--- src/rtl/fourstate_deser_reduce_pkg.sv ---
// Shared types, symbol constants and 4-state reduction step functions
// for the 4-state symbol stream.
package fourstate_pkg;

  typedef logic [1:0] sym_t;

  localparam sym_t SYM_0 = 2'b00;
  localparam sym_t SYM_1 = 2'b01;
  localparam sym_t SYM_X = 2'b10;
  localparam sym_t SYM_Z = 2'b11;

  typedef enum logic {
    COLLECT,
    FULL
  } deser_state_t;

  // z is folded onto x before any reduction step
  function automatic sym_t sym_norm(input sym_t s);
    return (s == SYM_Z) ? SYM_X : s;
  endfunction

  function automatic sym_t red_and_step(input sym_t acc, input sym_t sym);
    sym_t a;
    sym_t s;
    a = sym_norm(acc);
    s = sym_norm(sym);
    if (a == SYM_0 || s == SYM_0) return SYM_0;
    if (a[1] || s[1])             return SYM_X;
    return SYM_1;
  endfunction

  function automatic sym_t red_or_step(input sym_t acc, input sym_t sym);
    sym_t a;
    sym_t s;
    a = sym_norm(acc);
    s = sym_norm(sym);
    if (a == SYM_1 || s == SYM_1) return SYM_1;
    if (a[1] || s[1])             return SYM_X;
    return SYM_0;
  endfunction

  function automatic sym_t red_xor_step(input sym_t acc, input sym_t sym);
    sym_t a;
    sym_t s;
    a = sym_norm(acc);
    s = sym_norm(sym);
    if (a[1] || s[1]) return SYM_X;
    return {1'b0, a[0] ^ s[0]};
  endfunction

endpackage

--- src/rtl/fourstate_deser_reduce_if.sv ---
// Symbol-in / word-out handshake bundle for fourstate_deser_reduce.
interface fourstate_deser_reduce_if #(
  parameter int unsigned WIDTH = 4
);
  logic             in_valid;
  logic             in_ready;
  logic [1:0]       in_code;
  logic             out_valid;
  logic             out_ready;
  logic [WIDTH-1:0] out_val;
  logic [WIDTH-1:0] out_unk;
  logic [1:0]       out_and;
  logic [1:0]       out_or;
  logic [1:0]       out_xor;

  modport master (
    output in_valid, in_code, out_ready,
    input  in_ready, out_valid, out_val, out_unk, out_and, out_or, out_xor
  );

  modport slave (
    input  in_valid, in_code, out_ready,
    output in_ready, out_valid, out_val, out_unk, out_and, out_or, out_xor
  );
endinterface

--- src/rtl/fourstate_red_acc.sv ---
// Incremental 4-state &, | and ^ accumulators; seed restarts from one symbol.
module fourstate_red_acc
  import fourstate_pkg::*;
(
  input  logic clk,
  input  logic rst_n,
  input  logic clear,
  input  logic seed,
  input  logic en,
  input  sym_t sym,
  output sym_t red_and,
  output sym_t red_or,
  output sym_t red_xor
);

  always_ff @(posedge clk or negedge rst_n) begin
    if (!rst_n) begin
      red_and <= SYM_1;
      red_or  <= SYM_0;
      red_xor <= SYM_0;
    end else if (clear) begin
      red_and <= SYM_1;
      red_or  <= SYM_0;
      red_xor <= SYM_0;
    end else if (seed) begin
      red_and <= red_and_step(SYM_1, sym);
      red_or  <= red_or_step(SYM_0, sym);
      red_xor <= red_xor_step(SYM_0, sym);
    end else if (en) begin
      red_and <= red_and_step(red_and, sym);
      red_or  <= red_or_step(red_or, sym);
      red_xor <= red_xor_step(red_xor, sym);
    end
  end

endmodule

--- src/rtl/fourstate_deser_reduce.sv ---
// Bit-serial 4-state word receiver: MSB-first symbols into value/unknown
// planes, with running reductions and a valid/ready word output.
module fourstate_deser_reduce
  import fourstate_pkg::*;
#(
  parameter int unsigned WIDTH = 4
) (
  input logic                     clk,
  input logic                     rst_n,
  fourstate_deser_reduce_if.slave bus
);

  localparam int unsigned CNT_W = $clog2(WIDTH);

  deser_state_t     state;
  logic [CNT_W-1:0] count;
  logic [CNT_W-1:0] pos;
  logic             valid_q;
  logic [WIDTH-1:0] val_q;
  logic [WIDTH-1:0] unk_q;
  logic             in_xfer;
  logic             out_xfer;
  logic             acc_clear;
  logic             acc_seed;
  logic             acc_en;

  // only combinational path: out_ready -> in_ready while a word is held
  assign bus.in_ready = (state == COLLECT) || bus.out_ready;
  assign in_xfer      = bus.in_valid && bus.in_ready;
  assign out_xfer     = valid_q && bus.out_ready;
  assign pos          = CNT_W'(WIDTH - 1) - count;

  assign acc_en    = in_xfer && (state == COLLECT);
  assign acc_seed  = out_xfer && in_xfer;
  assign acc_clear = out_xfer && !in_xfer;

  always_ff @(posedge clk or negedge rst_n) begin
    if (!rst_n) begin
      state   <= COLLECT;
      count   <= '0;
      valid_q <= 1'b0;
      val_q   <= '0;
      unk_q   <= '0;
    end else begin
      case (state)
        COLLECT: begin
          if (in_xfer) begin
            val_q[pos] <= bus.in_code[0];
            unk_q[pos] <= bus.in_code[1];
            if (count == CNT_W'(WIDTH - 1)) begin
              count   <= '0;
              state   <= FULL;
              valid_q <= 1'b1;
            end else begin
              count <= count + 1'b1;
            end
          end
        end
        FULL: begin
          if (out_xfer) begin
            state   <= COLLECT;
            valid_q <= 1'b0;
            // a symbol accepted alongside the hand-off starts the next word
            if (in_xfer) begin
              val_q[WIDTH-1] <= bus.in_code[0];
              unk_q[WIDTH-1] <= bus.in_code[1];
              count          <= CNT_W'(1);
            end else begin
              count <= '0;
            end
          end
        end
        default: begin
          state   <= COLLECT;
          count   <= '0;
          valid_q <= 1'b0;
        end
      endcase
    end
  end

  fourstate_red_acc u_red_acc (
    .clk     (clk),
    .rst_n   (rst_n),
    .clear   (acc_clear),
    .seed    (acc_seed),
    .en      (acc_en),
    .sym     (bus.in_code),
    .red_and (bus.out_and),
    .red_or  (bus.out_or),
    .red_xor (bus.out_xor)
  );

  assign bus.out_valid = valid_q;
  assign bus.out_val   = val_q;
  assign bus.out_unk   = unk_q;

endmodule

--- src/flat_wrapper.sv ---
// flat-port wrapper written by rule: the top's interface ports become plain ports
module fourstate_deser_reduce_flat import fourstate_pkg::*;
#(
  parameter int unsigned WIDTH = 4
)
  (clk, rst_n, bus_in_valid, bus_in_code, bus_out_ready, bus_in_ready, bus_out_valid, bus_out_val, bus_out_unk, bus_out_and, bus_out_or, bus_out_xor);
  fourstate_deser_reduce_if #(.WIDTH(WIDTH)) bus_i ();
  input logic clk;
  input logic rst_n;
  input wire logic [$bits(bus_i.in_valid)-1:0] bus_in_valid;
  input wire logic [$bits(bus_i.in_code)-1:0] bus_in_code;
  input wire logic [$bits(bus_i.out_ready)-1:0] bus_out_ready;
  output wire logic [$bits(bus_i.in_ready)-1:0] bus_in_ready;
  output wire logic [$bits(bus_i.out_valid)-1:0] bus_out_valid;
  output wire logic [$bits(bus_i.out_val)-1:0] bus_out_val;
  output wire logic [$bits(bus_i.out_unk)-1:0] bus_out_unk;
  output wire logic [$bits(bus_i.out_and)-1:0] bus_out_and;
  output wire logic [$bits(bus_i.out_or)-1:0] bus_out_or;
  output wire logic [$bits(bus_i.out_xor)-1:0] bus_out_xor;
  assign bus_i.in_valid = bus_in_valid;
  assign bus_i.in_code = bus_in_code;
  assign bus_i.out_ready = bus_out_ready;
  assign bus_in_ready = bus_i.in_ready;
  assign bus_out_valid = bus_i.out_valid;
  assign bus_out_val = bus_i.out_val;
  assign bus_out_unk = bus_i.out_unk;
  assign bus_out_and = bus_i.out_and;
  assign bus_out_or = bus_i.out_or;
  assign bus_out_xor = bus_i.out_xor;
  fourstate_deser_reduce #(.WIDTH(WIDTH)) u_core (.clk(clk), .rst_n(rst_n), .bus(bus_i));
endmodule
--- config.mk ---
export PLATFORM = sky130hd
export DESIGN_NAME = fourstate_deser_reduce_flat
export DESIGN_NICKNAME = d
export VERILOG_FILES = /design/src/rtl/fourstate_deser_reduce_pkg.sv /design/src/rtl/fourstate_deser_reduce_if.sv /design/src/rtl/fourstate_red_acc.sv /design/src/rtl/fourstate_deser_reduce.sv /design/src/flat_wrapper.sv
export SDC_FILE = /design/constraint.sdc
export NUM_CORES = 1
export LEC_CHECK = 0
export CAP_MARGIN = 25
export CORE_MARGIN = 4
export CORE_UTILIZATION = 48
export DETAILED_ROUTE_END_ITERATION = 10
export GPL_ROUTABILITY_DRIVEN = 0
export GPL_TIMING_DRIVEN = 0
export PLACE_DENSITY = 0.79
export SYNTH_ARGS = -nofsm -noshare
export SYNTH_HDL_FRONTEND = slang
export SYNTH_SLANG_ARGS = --single-unit
--- constraint.sdc ---
create_clock -name clk -period 1.51 [get_ports clk]
set_input_delay 0.2265 -clock clk [delete_from_list [all_inputs] [get_ports clk]]
set_output_delay 0.2265 -clock clk [all_outputs]
set_load 0.1 [all_outputs]
==> results.md <==
* WL/cell at 14.96 µm
* Number of flops mapped to enable cells by yosys at 0
* Clock Tree Buf Depth at 2
* Nets at between 100 and 150
* Final max-slew violation count at 0
* Ranking of synthesized cells by area: dfrtp_1 (46%), mux2_2 (7.3%), ha_1 (5.4%)
* Fillers at roughly 140
* Post-synthesis cell type with the largest combined area: dfrtp_1
* GRT Util Overall at 0.1728
* Final wirelength at about 2000 µm
* Clock root buffer: clkbuf_4
* Initial antenna violation count at 0
* Cell variety after synth at 33
* FMAX at 670.6 MHz
* DIE HEIGHT at 51.92 µm
* Ports at 22
* Worst hold path depth at 2
* Status: finished, final reports clean
* WP data required at 1.71 ns
* DRC Markers at 0
* Clk Latency, worst-skew pair at 0.30 ns
* Setup TNS at 0 ns
* Die area at 2696 µm²
* Post-layout min period at 1.491 ns
* Register area share after synthesis at 0.4878
* Core box area at between 1500 and 2000 µm²
* CP Launch Type: flop
* Post-Synthesis Cells at 80
* TritonCTS Sinks at 18
* Yosys warns at 0
* CP endpoint kind: flop
* Reg2Reg Setup Slack at 0.02 ns
* Worst reg2reg path depth at 5
* Hold Crit Class: input pin to flop
* Core Rows at 15
* FF+latch count, synth at 18
* TritonRoute pass-1 iters at 4
* Multi-input gate area at roughly 440 µm²
* CP arrival at 1.69 ns
* Synthesized net count at 90
* Initial DRC Count at 5
* Remaining Overflow, GRT at 0
* Crit Path Class: flop to flop
* Slew @ Worst Pin at ~0.81 ns
* Largest net degree at the start of global routing at 19
* Post-synth top area share at 0.4595
* Register area at 457.9 µm²
* Die width at 51.92 µm
* CTS tree: built
* First-pass GRT wire length at about 3400 µm
* Vias in the first global route at 752
* Layout Skew at 0.001695 ns
* Post-DR vias/cell at around 5.3
* Crit-path max FO at 4
* Number of buffers added on ports at 19
* Post-synth ARST share at 1.000
* Final period util at 0.9875
* Syn Area/Cell at roughly 12 µm²
* Post-DP Area at 1171 µm²
* Post-route ant nets at 0
* Setup Viol. Count Final at 0
* Clock slew at reported path FFs at 0.11 ns
* Layout Utilization at 0.6884
* MaxCap Viol Count at 0
* Final-report hold violation count at 0
* Cell area after layout at roughly 1200 µm²
* Total number of vias at between 700 and 800
* CTS buffer count at 3
* N_diodes at 0
* Rel. slew slack at 0.4615
* Post-CTS Hold Buffers at 0
* Starting Density at 0.5193
* Post-DP HPWL at between 1000 and 1500 µm
* Synthesized area at 925.9 µm²
* # H-tree levels at 1
* Main synth FF type: dfrtp_1
* Layout cells sized above 1 at 0.4679
* Area Growth Syn to Fin at 32.57%
-- repair_timing --
item	CTS	global route
buffers inserted	0	6
setup endpoints to repair	16	10
gates cloned	0	0
gates resized for setup	52	18
-- worst max-delay path, cell delays in order (launching register included) --
cell and delay, ns:
dfrtp_1 0.43, inv_2 0.07, ha_1 0.22, and2b_4 0.18
o21ai_4 0.17, mux2_4 0.32
-- registers in the layout, indices dropped and copies added (netlist names) --
register,count
u_core.bus.out_val,4
u_core.u_red_acc.red_and,2
u_core.bus.out_unk,4
u_core.state,1
u_core.u_red_acc.red_xor,2
u_core.count,2
u_core.u_red_acc.red_or,2
u_core.bus.out_valid,1
-- path summary, 6_finish.rpt --
kind / to / from
max: u_core.bus.out_val[3] / u_core.count[0]
min: u_core.bus.out_valid / bus_out_ready
max reg2reg: u_core.bus.out_val[3] / u_core.count[0]
min reg2reg: u_core.bus.out_unk[1] / u_core.bus.out_unk[1]
max in group asynchronous: u_core.bus.out_valid / rst_n
min in group asynchronous: u_core.u_red_acc.red_or[1] / rst_n
-- synthesized netlist by cell type, types with 2 or more instances --
master and count:
dfrtp_1 17, nand2_1 9, mux2_2 6, a21oi_1 4, ha_1 4, o21ai_0 4, a32o_1 3, buf_4 3
inv_1 3, nor2b_1 3, nand3_1 2
-- through the flow --
step | worst slack, ns | hold WS [ns] | cells
global route | -0.01500 | 0.1405 | 134
global placement | -0.4675 | 0.4564 | 124
finish | 0.01881 | 0.1440 | 134
detailed placement | -0.4762 | 0.4668 | 124
CTS | -0.2343 | 0.1405 | 128
floorplan | -0.01564 | -0.06909 | 80
-- layer usage --
metal / track usage / vias up / share of wire
li1: - / 341 / -
met1: 0.2250 / 349 / 0.46
met2: 0.2741 / 20 / 0.48
met3: 0.03438 / 5 / 0.038
met4: 0.07860 / 0 / 0.020
met5: 0 / - / 0
-- layout make-up --
cell class | count | area share
buffer | 5 | 0.03466
clock buffer | 4 | 0.02956
timing repair buffer | 25 | 0.1702
multi-input combinational | 54 | 0.3578
inverter | 3 | 0.009174
sequential | 18 | 0.3731
tap | 25 | 0.02548
-- kinds of logic (layout without fill, tap and decap cells) --
kind of cell               count (synthesis)  after routing  synth area share
AOI/OAI and AO/OA                         21             21            0.1744
adders and majority gates                  4              4           0.05406
buffers and inverters                      8             37           0.05405
DFF                                       18             18            0.4878
muxes                                      9              9            0.1122
and+or+nand+nor                           20             20            0.1176
-- placed cells by master, fill, tap and decap left out, types with 2 or more instances in the layout --
master | synthesis | layout
inv_1 | 3 | 2
buf_6 | 1 | 2
o21ai_0 | 4 | 4
a21oi_1 | 4 | 4
and3_4 | 1 | 2
nand2_1 | 9 | 9
nand3_1 | 2 | 2
dfrtp_1 | 17 | 14
mux2_2 | 6 | 6
clkdlybuf4s50_1 | 0 | 3
clkbuf_4 | 0 | 3
buf_4 | 3 | 10
buf_2 | 1 | 7
mux2_4 | 1 | 2
ha_1 | 4 | 4
a32o_1 | 3 | 3
dfrtp_2 | 0 | 2
nor2b_1 | 3 | 3
clkdlybuf4s15_2 | 0 | 7
Power is not shown: default switching activity piles up to over one toggle a cycle in this logic, so the estimate is an artifact.
